### config.mk
export PLATFORM = sky130hd
export DESIGN_NAME = lsu_dbus_flat
export DESIGN_NICKNAME = d
export VERILOG_FILES = /design/src/rtl/lsu_pkg.sv /design/src/rtl/lsu_dbus_if.sv /design/src/rtl/lsu_align.sv /design/src/rtl/lsu_dbus.sv /design/src/flat_wrapper.sv
export SDC_FILE = /design/constraint.sdc
export NUM_CORES = 1
export LEC_CHECK = 0
export ABC_AREA = 1
export BUFFER_PORTS_ARGS = -buffer_cell sky130_fd_sc_hd__buf_2
export CAP_MARGIN = 20
export CORE_MARGIN = 3
export CORE_UTILIZATION = 44
export CTS_CLUSTER_SIZE = 20
export DETAILED_ROUTE_END_ITERATION = 12
export PLACE_DENSITY = 0.89
export SLEW_MARGIN = 15
export SYNTH_ARGS = -nofsm -noshare
export SYNTH_HDL_FRONTEND = slang
export SYNTH_SLANG_ARGS = --single-unit
### constraint.sdc
create_clock -name clk -period 1.6 [get_ports clk]
set_input_delay 0.16 -clock clk [delete_from_list [all_inputs] [get_ports clk]]
set_output_delay 0.16 -clock clk [all_outputs]
set_load 0.01 [all_outputs]
### src/rtl/lsu_pkg.sv
// Shared encodings for the load/store unit: access sizes, FSM states and byte-lane selects.
package lsu_pkg;

  localparam logic [1:0] SZ_B = 2'b00;
  localparam logic [1:0] SZ_H = 2'b01;
  localparam logic [1:0] SZ_W = 2'b10;

  localparam logic [3:0] SEL_W   = 4'b1111;
  localparam logic [3:0] SEL_HLO = 4'b0011;
  localparam logic [3:0] SEL_HHI = 4'b1100;

  typedef enum logic [1:0] {
    ST_IDLE  = 2'd0,
    ST_ISSUE = 2'd1,
    ST_WAIT  = 2'd2,
    ST_RESP  = 2'd3
  } lsu_state_e;

endpackage

### src/rtl/lsu_dbus_if.sv
// Single-beat data-bus interface between the LSU (master) and data memory (slave).
interface lsu_dbus_if #(
  parameter int ADDR_W = 7
);
  logic [ADDR_W-1:0] dbus_addr;
  logic              dbus_wr;
  logic              dbus_cyc_o;
  logic              dbus_stb_o;
  logic [3:0]        dbus_sel;
  logic [31:0]       dbus_wdata;
  logic [31:0]       dbus_rdata;
  logic              dbus_done;

  modport master (
    output dbus_addr, dbus_wr, dbus_cyc_o, dbus_stb_o, dbus_sel, dbus_wdata,
    input  dbus_rdata, dbus_done
  );

  modport slave (
    input  dbus_addr, dbus_wr, dbus_cyc_o, dbus_stb_o, dbus_sel, dbus_wdata,
    output dbus_rdata, dbus_done
  );
endinterface

### src/rtl/lsu_align.sv
// Combinational alignment helper: store-side lane selects/replication and load-side
// lane extraction with sign or zero extension.
module lsu_align
  import lsu_pkg::*;
(
  input  logic [1:0]  req_size,
  input  logic [1:0]  req_off,
  input  logic [31:0] req_wdata,
  output logic        misalign,
  output logic [3:0]  sel,
  output logic [31:0] wdata_rep,
  input  logic [1:0]  ld_size,
  input  logic [1:0]  ld_off,
  input  logic        ld_unsigned,
  input  logic [31:0] rdata,
  output logic [31:0] rdata_ext
);

  logic signed [7:0]  byte_s;
  logic signed [15:0] half_s;
  logic signed [31:0] byte_ext;
  logic signed [31:0] half_ext;

  always_comb begin
    misalign  = 1'b0;
    sel       = 4'b0000;
    wdata_rep = req_wdata;
    case (req_size)
      SZ_B: begin
        sel       = 4'b0001 << req_off;
        wdata_rep = {4{req_wdata[7:0]}};
      end
      SZ_H: begin
        misalign  = req_off[0];
        sel       = req_off[1] ? SEL_HHI : SEL_HLO;
        wdata_rep = {2{req_wdata[15:0]}};
      end
      SZ_W: begin
        misalign = (req_off != 2'b00);
        sel      = SEL_W;
      end
      default: misalign = 1'b1;
    endcase
  end

  // Signed lanes widen through signed assignment; the unsigned path zero-fills instead.
  always_comb begin
    byte_s    = rdata[{ld_off, 3'b000} +: 8];
    half_s    = ld_off[1] ? rdata[31:16] : rdata[15:0];
    byte_ext  = byte_s;
    half_ext  = half_s;
    rdata_ext = rdata;
    case (ld_size)
      SZ_B:    rdata_ext = ld_unsigned ? {24'b0, byte_s} : byte_ext;
      SZ_H:    rdata_ext = ld_unsigned ? {16'b0, half_s} : half_ext;
      default: rdata_ext = rdata;
    endcase
  end

endmodule

### src/rtl/lsu_dbus.sv
// Load/store unit front end: one aligned single-beat data-bus access per request.
// Optional WAIT-state bus timeout is enabled by defining LSU_TIMEOUT_EN.
module lsu_dbus
  import lsu_pkg::*;
#(
  parameter int ADDR_W      = 7,
  parameter int TIMEOUT_CYC = 15
) (
  input  logic              clk,
  input  logic              rst_n,
  input  logic              req_valid,
  output logic              req_ready,
  input  logic              req_we,
  input  logic [1:0]        req_size,
  input  logic              req_unsigned,
  input  logic [31:0]       req_addr,
  input  logic [31:0]       req_wdata,
  output logic              rsp_valid,
  output logic [31:0]       rsp_rdata,
  output logic              rsp_misalign,
  output logic              rsp_err,
  lsu_dbus_if.master        dbus
);

  lsu_state_e  state;
  logic [1:0]  off_q;
  logic [1:0]  size_q;
  logic        uns_q;
  logic        req_mis;
  logic [3:0]  req_sel;
  logic [31:0] req_wrep;
  logic [31:0] ld_ext;
  logic        unused_addr_hi;

  assign req_ready      = (state == ST_IDLE);
  assign unused_addr_hi = ^req_addr[31:ADDR_W+2];

  lsu_align u_align (
    .req_size    (req_size),
    .req_off     (req_addr[1:0]),
    .req_wdata   (req_wdata),
    .misalign    (req_mis),
    .sel         (req_sel),
    .wdata_rep   (req_wrep),
    .ld_size     (size_q),
    .ld_off      (off_q),
    .ld_unsigned (uns_q),
    .rdata       (dbus.dbus_rdata),
    .rdata_ext   (ld_ext)
  );

`ifdef LSU_TIMEOUT_EN
  localparam int CNT_W = (TIMEOUT_CYC > 15) ? $clog2(TIMEOUT_CYC + 1) : 4;
  logic [CNT_W-1:0] wait_cnt;
  logic             err_q;
  assign rsp_err = err_q;
`else
  assign rsp_err = 1'b0;
`endif

  always_ff @(posedge clk or negedge rst_n) begin
    if (!rst_n) begin
      state           <= ST_IDLE;
      off_q           <= 2'b00;
      size_q          <= 2'b00;
      uns_q           <= 1'b0;
      rsp_valid       <= 1'b0;
      rsp_rdata       <= '0;
      rsp_misalign    <= 1'b0;
      dbus.dbus_addr  <= '0;
      dbus.dbus_wr    <= 1'b0;
      dbus.dbus_cyc_o <= 1'b0;
      dbus.dbus_stb_o <= 1'b0;
      dbus.dbus_sel   <= 4'b0000;
      dbus.dbus_wdata <= '0;
`ifdef LSU_TIMEOUT_EN
      wait_cnt        <= '0;
      err_q           <= 1'b0;
`endif
    end else begin
      case (state)
        ST_IDLE: begin
          if (req_valid) begin
            off_q  <= req_addr[1:0];
            size_q <= req_size;
            uns_q  <= req_unsigned;
            if (req_mis) begin
              state        <= ST_RESP;
              rsp_valid    <= 1'b1;
              rsp_misalign <= 1'b1;
            end else begin
              state           <= ST_ISSUE;
              dbus.dbus_addr  <= req_addr[ADDR_W+1:2];
              dbus.dbus_wr    <= req_we;
              dbus.dbus_sel   <= req_sel;
              dbus.dbus_wdata <= req_wrep;
              dbus.dbus_cyc_o <= 1'b1;
              dbus.dbus_stb_o <= 1'b1;
            end
          end
        end
        ST_ISSUE: begin
          // Strobe lasts one cycle so the memory sees exactly one access.
          state           <= ST_WAIT;
          dbus.dbus_stb_o <= 1'b0;
`ifdef LSU_TIMEOUT_EN
          wait_cnt        <= '0;
`endif
        end
        ST_WAIT: begin
          if (dbus.dbus_done) begin
            state           <= ST_RESP;
            rsp_valid       <= 1'b1;
            rsp_rdata       <= dbus.dbus_wr ? 32'h0 : ld_ext;
            dbus.dbus_cyc_o <= 1'b0;
            dbus.dbus_addr  <= '0;
            dbus.dbus_wr    <= 1'b0;
            dbus.dbus_sel   <= 4'b0000;
            dbus.dbus_wdata <= '0;
          end
`ifdef LSU_TIMEOUT_EN
          else if (wait_cnt == CNT_W'(TIMEOUT_CYC - 1)) begin
            state           <= ST_RESP;
            rsp_valid       <= 1'b1;
            rsp_rdata       <= 32'h0;
            err_q           <= 1'b1;
            dbus.dbus_cyc_o <= 1'b0;
            dbus.dbus_addr  <= '0;
            dbus.dbus_wr    <= 1'b0;
            dbus.dbus_sel   <= 4'b0000;
            dbus.dbus_wdata <= '0;
          end else begin
            wait_cnt <= wait_cnt + 1'b1;
          end
`endif
        end
        default: begin
          state        <= ST_IDLE;
          rsp_valid    <= 1'b0;
          rsp_rdata    <= 32'h0;
          rsp_misalign <= 1'b0;
`ifdef LSU_TIMEOUT_EN
          err_q        <= 1'b0;
`endif
        end
      endcase
    end
  end

endmodule

### src/flat_wrapper.sv
// flat-port wrapper written by rule: the top's interface ports become plain ports
module lsu_dbus_flat import lsu_pkg::*;
#(
  parameter int ADDR_W      = 7,
  parameter int TIMEOUT_CYC = 15
)
  (clk, rst_n, req_valid, req_ready, req_we, req_size, req_unsigned, req_addr, req_wdata, rsp_valid, rsp_rdata, rsp_misalign, rsp_err, dbus_dbus_addr, dbus_dbus_wr, dbus_dbus_cyc_o, dbus_dbus_stb_o, dbus_dbus_sel, dbus_dbus_wdata, dbus_dbus_rdata, dbus_dbus_done);
  lsu_dbus_if #(.ADDR_W(ADDR_W)) dbus_i ();
  input  logic clk;
  input  logic rst_n;
  input  logic req_valid;
  output logic req_ready;
  input  logic req_we;
  input  logic [1:0] req_size;
  input  logic req_unsigned;
  input  logic [31:0] req_addr;
  input  logic [31:0] req_wdata;
  output logic rsp_valid;
  output logic [31:0] rsp_rdata;
  output logic rsp_misalign;
  output logic rsp_err;
  output wire logic [$bits(dbus_i.dbus_addr)-1:0] dbus_dbus_addr;
  output wire logic [$bits(dbus_i.dbus_wr)-1:0] dbus_dbus_wr;
  output wire logic [$bits(dbus_i.dbus_cyc_o)-1:0] dbus_dbus_cyc_o;
  output wire logic [$bits(dbus_i.dbus_stb_o)-1:0] dbus_dbus_stb_o;
  output wire logic [$bits(dbus_i.dbus_sel)-1:0] dbus_dbus_sel;
  output wire logic [$bits(dbus_i.dbus_wdata)-1:0] dbus_dbus_wdata;
  input wire logic [$bits(dbus_i.dbus_rdata)-1:0] dbus_dbus_rdata;
  input wire logic [$bits(dbus_i.dbus_done)-1:0] dbus_dbus_done;
  assign dbus_dbus_addr = dbus_i.dbus_addr;
  assign dbus_dbus_wr = dbus_i.dbus_wr;
  assign dbus_dbus_cyc_o = dbus_i.dbus_cyc_o;
  assign dbus_dbus_stb_o = dbus_i.dbus_stb_o;
  assign dbus_dbus_sel = dbus_i.dbus_sel;
  assign dbus_dbus_wdata = dbus_i.dbus_wdata;
  assign dbus_i.dbus_rdata = dbus_dbus_rdata;
  assign dbus_i.dbus_done = dbus_dbus_done;
  lsu_dbus #(.ADDR_W(ADDR_W), .TIMEOUT_CYC(TIMEOUT_CYC)) u_core (.clk(clk), .rst_n(rst_n), .req_valid(req_valid), .req_ready(req_ready), .req_we(req_we), .req_size(req_size), .req_unsigned(req_unsigned), .req_addr(req_addr), .req_wdata(req_wdata), .rsp_valid(rsp_valid), .rsp_rdata(rsp_rdata), .rsp_misalign(rsp_misalign), .rsp_err(rsp_err), .dbus(dbus_i));
endmodule
======== Word-level counts from Yosys, hierarchy flattened ========
Cells that the tools add are included.
operators by class
  eq/ne operators ......................... 9
  shift operators ......................... 2
  mux-type cells .......................... 40
  bitwise logic cells ..................... 3
  reduce and logical (&&, ||, !) cells .... 15
operators by type and width
  cell                   count
  $pmux W32 S2           4
  $mux W32               7
  $shiftx A32 B6 Y8      1
  $mux W7                3
  $mux W16               1
  $mux W4                4
  $pmux W7 S2            1
  $pmux W4 S3            1
  $mux W1                8
  $pmux W1 S2            4
  $pmux W4 S2            1
  $reduce_and A4 Y1      2
  $eq A2 B1 Y1 const B   3
  $logic_not A2 Y1       3
  $mux W2                3
  $ne A2 B2 Y1 const B   3
  $pmux W1 S3            2
  $pmux W2 S3            1
  $reduce_and A2 Y1      3
  $reduce_and A3 Y1      2
  $reduce_bool A2 Y1     3
  $eq A2 B2 Y1 const B   2
  $reduce_or A2 Y1       2
  $shl A1 B2 Y4 const A  1
  2 further kinds        4
storage, ports and cells
  register bits ........................... 87
  input bits .............................. 104
  output and inout port bits .............. 82
  logic and storage cells ................. 82

======== Logic depth before layout (Yosys ltp) ========
  word-level depth ........................ 6
  gate-level depth with buffers ........... 11

======== By module ========
From an unflattened synthesis, not the netlist that was laid out.
second synthesis, totals
  cells, all modules ...................... 701
  area total of the unflattened synthesis .. 5215.0 um2
modules (own cells, without submodules)
  module     times used  cells each  area each (um2)
  lsu_dbus   1           461         3977.6
  lsu_align  1           240         1237.4

======== Least setup slack after synthesis ========
No wires, ideal clock.
  kind .................................... flip-flop to flip-flop
  start ................................... reg u_core.state[0]
  end ..................................... reg u_core.rsp_rdata[14]
  arrival time ............................ 1.560 ns
  path slack .............................. -0.026 ns
  stages on the path, launching flop included .. 10
  period minus slack after synthesis ...... 1.626 ns
  path through ............................ dfrtp_1 -> inv_1 -> ha_1 -> or2_1 -> nor2_2 -> nand2_2 -> buf_2 -> a21oi_1 -> nand2_1 -> nand2_1
on the way
  longest elaborated chain between the ends .. 4
ends and longest elaborated chain
  element                       RTL line            source
  from (decl)                   lsu_dbus.sv:25      lsu_state_e state;
  from (signal assigned)        lsu_dbus.sv:63      state <= ST_IDLE;
  from (signal assigned)        lsu_dbus.sv:88      state <= ST_RESP;
  from (signal assigned)        lsu_dbus.sv:92      state <= ST_ISSUE;
  $logic_not A2 Y1 *            --
  via req_ready                 flat_wrapper.sv:12  output logic req_ready;
  $reduce_or A2 Y1 (no line) *  --
  $not A1 Y1 (no line)          --
  $reduce_and A2 Y1 (no line)   --
  to (signal assigned)          lsu_dbus.sv:114     rsp_rdata <= dbus.dbus_wr ? 32'h0 : ld_ext;
  to (decl)                     lsu_dbus.sv:19      output logic [31:0] rsp_rdata,
The timed path passes the listed nets; every way through them passes the cells marked *.
A chain may end at the register's enable or synchronous reset.

======== Final worst setup path ========
  start ................................... reg u_core.state[1]
  end ..................................... reg u_core.dbus.dbus_wdata[16]
on the way
  longest elaborated chain between the ends .. 3
ends and longest elaborated chain
  element                                                       RTL line           source
  $eq A2 B2 Y1 or $logic_not A2 Y1 (tied branches)              lsu_dbus.sv:81     case (state)
  $ne A2 B2 Y1 (no line) or $reduce_bool A2 Y1 (tied branches)  --
  $reduce_and A4 Y1 (no line)                                   --
  to (signal assigned)                                          lsu_dbus.sv:96     dbus.dbus_wdata <= req_wrep;
  to (decl)                                                     lsu_dbus_if.sv:15  output dbus_addr, dbus_wr, dbus_cyc_o, dbus_stb_o, dbus_sel, dbus_wdata,
Parallel ways exist; a longest one is shown, timed or not.

==> key figures <==
Floorplan
  • Initial Utilization: 46.2%
  • Die Ht: 108 um
  • I/O pins: 186
  • DIE AREA: 11700 sq um
  • Horiz. Die Dim: 108 um
  • FP Rows: 36
  • Core area: 9950 sq um

Yosys
  • Syn_nets: 736
  • Synth Area in Compound Gates: 7.68%
  • Netlist cell types: 29
  • Synth Area in XOR/XNOR: 0%
  • Post-synthesis mux area share: 0%
  • Simple-gate area share of the yosys netlist: 36.4%
  • Avg Cell Area, Syn: 7.32 sq um
  • Warnings from Yosys: 0
  • Largest family of logic cells by synthesized area: simple AND/OR/NAND/NOR gates
  • Post-synthesis register bit count: 87
  • Mapped cell area: 4590 sq um
  • Seq/Total Area, Yosys: 47.4%
  • Synth Area in Adders: 1.09%
  • Cell count after synthesis: 628

Worst setup path
  • Crit path kind: flop to flop
  • Setup slack, reg-to-reg: -0.12 ns
  • CP arrival: 2.01 ns
  • Worst setup SP type: flop
  • CP endpoint kind: flop
  • Length in cells of the worst reg-to-reg path: 11
  • Required time of the critical path: 1.90 ns
  • Crit Path Max Fanout: 7

Timing
  • Clock Skew: 0.00548 ns
  • Setup WS post-layout: -0.116 ns
  • Final min period: 1.72 ns
  • Final setup fails: 62
  • Final slew viol count: 0
  • Final period utilization: 107%
  • FMAX: 583 MHz
  • Final TNS setup: -2.12 ns
  • Slew @ Worst Pin: 0.567 ns
  • Fin. Hold Viols: 0
  • RSZ-0062 raised after global routing: true
  • Slew HR: 62.2%

Hold path
  • Worst hold path type: primary input to flop
  • Hold Path Cell Cnt: 3

Outcome
  • Status: complete, but fails checks
  • Failing checks: setup timing

Global routing
  • First-pass GRT wire length: 22600 um
  • Number of global-route vias before repair: 4731
  • All-Layer GR Usage: 24.8%
  • Initial antenna violation count: 0
  • GRT Residual Overflow: 0
  • Largest net degree at the start of global routing: 35

Place
  • Post-Place Worst Slack: -0.0823 ns
  • Post-DP HPWL: 10000 um
  • GP Congestion: 0.866
  • Port-buffer cells: 161

Finish
  • # fillers: 854
  • Share of cells above drive strength 1: 33.1%
  • Area Overhead vs Synth: 37.2%
  • Antenna diode count: 0
  • Final net count: 930

Routing
  • Via total after detailed routing: 4940
  • Drt drc: 0
  • Initial DRT Pass Iterations: 5
  • Detailed-route wire length: 14800 um
  • Initial DRC count: 328
  • Wire per inst: 15.5 um
  • Vias per cell: 5.15
  • Number of routed nets with antenna violations: 0

Clock tree
  • CTS buffer count: 9
  • H-tree Lvls: 3
  • CTS tree: yes
  • Longest Clk Path Bufs: 2
  • Clock Pin Slew Worst Setup and Hold Paths: 0.09 ns
  • Clk Latency, worst-skew pair: 0.35 ns
  • Clock Tree Root: clkbuf_8
  • CTS Sinks: 87

Power
  • Max IR drop VDD: 1250 uV
  • Pwr per Cell Area: 2030 nW/um^2
  • Leakage: 3.72 nW

Run
  • Max-cap violations: 0
## layout by cell type, fill, tap and decap left out, types with 8 or more instances in the layout
cell,n
nand2_1,300
buf_2,160
dfrtp_1,87
nor2_1,42
o21ai_0,34
inv_1,29
nand2_2,25
buf_4,24
nand3_1,20
dlygate4sd3_1,14
clkbuf_8,10
nand2_4,9
buf_12,8
## sequential cells by signal (all words and copies together), names as in the netlist
register	flops
u_core.dbus.dbus_addr	7
u_core.dbus.dbus_cyc_o	1
u_core.dbus.dbus_sel	4
u_core.dbus.dbus_stb_o	1
u_core.dbus.dbus_wdata	32
u_core.dbus.dbus_wr	1
u_core.off_q	2
u_core.rsp_misalign	1
u_core.rsp_rdata	32
u_core.rsp_valid	1
u_core.size_q	2
u_core.state	2
u_core.uns_q	1
## what timing repair did
item | 4_1_cts | 5_1_grt
gates cloned | 0 | 3
hold endpoints to repair | 43 | 0
pin swaps | 2 | 19
buffers inserted | 2 | 1
endpoints found under the setup margin | 73 | 77
resized for setup | 11 | 42
hold buffers | 14 | 0
## worst paths after layout
| path | from | endpoint |
|---|---|---|
| hold reg to reg | u_core.dbus.dbus_wdata[11] | u_core.dbus.dbus_wdata[11] |
| min in group asynchronous | rst_n | u_core.rsp_rdata[8] |
| hold / removal | req_wdata[5] | u_core.dbus.dbus_wdata[5] |
| max in group asynchronous | rst_n | u_core.dbus.dbus_wdata[8] |
| setup reg to reg | u_core.state[1] | u_core.dbus.dbus_wdata[16] |
| setup / recovery | u_core.state[1] | u_core.dbus.dbus_wdata[16] |
## critical path: stages, from the launching register on
cell and delay (ns):
dfrtp_1 0.43, inv_2 0.09, ha_4 0.19, nand2_4 0.07
o21ai_4 0.06, nor2_2 0.11, nand2_2 0.09, nor2_4 0.12
buf_12 0.16, clkbuf_16 0.15, nand2_1 0.07, nand2_1 0.09
## area by class of cell
cell class	count	area [sq um]	area share [%]
clock buffers	10	138	2.18
clock inverters	6	68.8	1.09
inverters	35	139	2.20
multi-input cells	479	2250	35.7
flip-flops and latches	87	2180	34.5
well taps	133	166	2.64
repair buffers	210	1370	21.7
## metal layers
metal	share of wire, %	GRT usage, %	routed length [um]
met5	0	0	0
met4	3.9	10.0	585
met3	10	6.33	1500
met2	49	42.3	7260
met1	37	30.1	5500
## where the power goes
part	internal (mW)	leakage (nW)	switching, mW
clock network	0.774	0.103	0.850
logic	3.04	2.49	4.26
registers	3.23	1.13	0.629
## cells by family (layout without fill, tap and decap cells)
group | after synthesis | in the layout
adder cells (fa/ha/maj) | 4 | 4
other | 1 | 1
buffers and inverters | 62 | 261
AO/OA/AOI/OAI | 60 | 60
flip-flops | 87 | 87
AND/OR/NAND/NOR | 414 | 414
## synthesized netlist by cell type, drive strengths merged
master / number / area, sq um
conb: 1 / 3.75
inv: 35 / 139
buf: 18 / 164
a21oi: 10 / 50.1
nor2: 51 / 228
o211ai: 1 / 7.51
nand2: 334 / 1280
ha: 4 / 50.1
nand3: 21 / 118
clkbuf: 9 / 33.8
dfrtp: 87 / 2180
o21ai: 37 / 193
o21a: 7 / 52.6
or2: 8 / 50.0
o211a: 5 / 50.1
## per-stage QoR
step | power (mW) | instance area (sq um) | hold WS [ns] | utilization (%) | instances
2_1_floorplan | 7.87 | 4600 | -0.136 | - | 628
3_3_place_gp | 10.0 | 5680 | 0.147 | 57.1 | 924
3_5_place_dp | 10.2 | 5680 | 0.147 | 57.1 | 924
4_1_cts | 12.1 | 6090 | 0.00394 | 61.1 | 956
5_1_grt | 13.8 | 6300 | 0.00115 | 63.3 | 960
6_report | 12.8 | 6300 | 0.0365 | 63.3 | 960
Power figures use the tool's default switching activity.
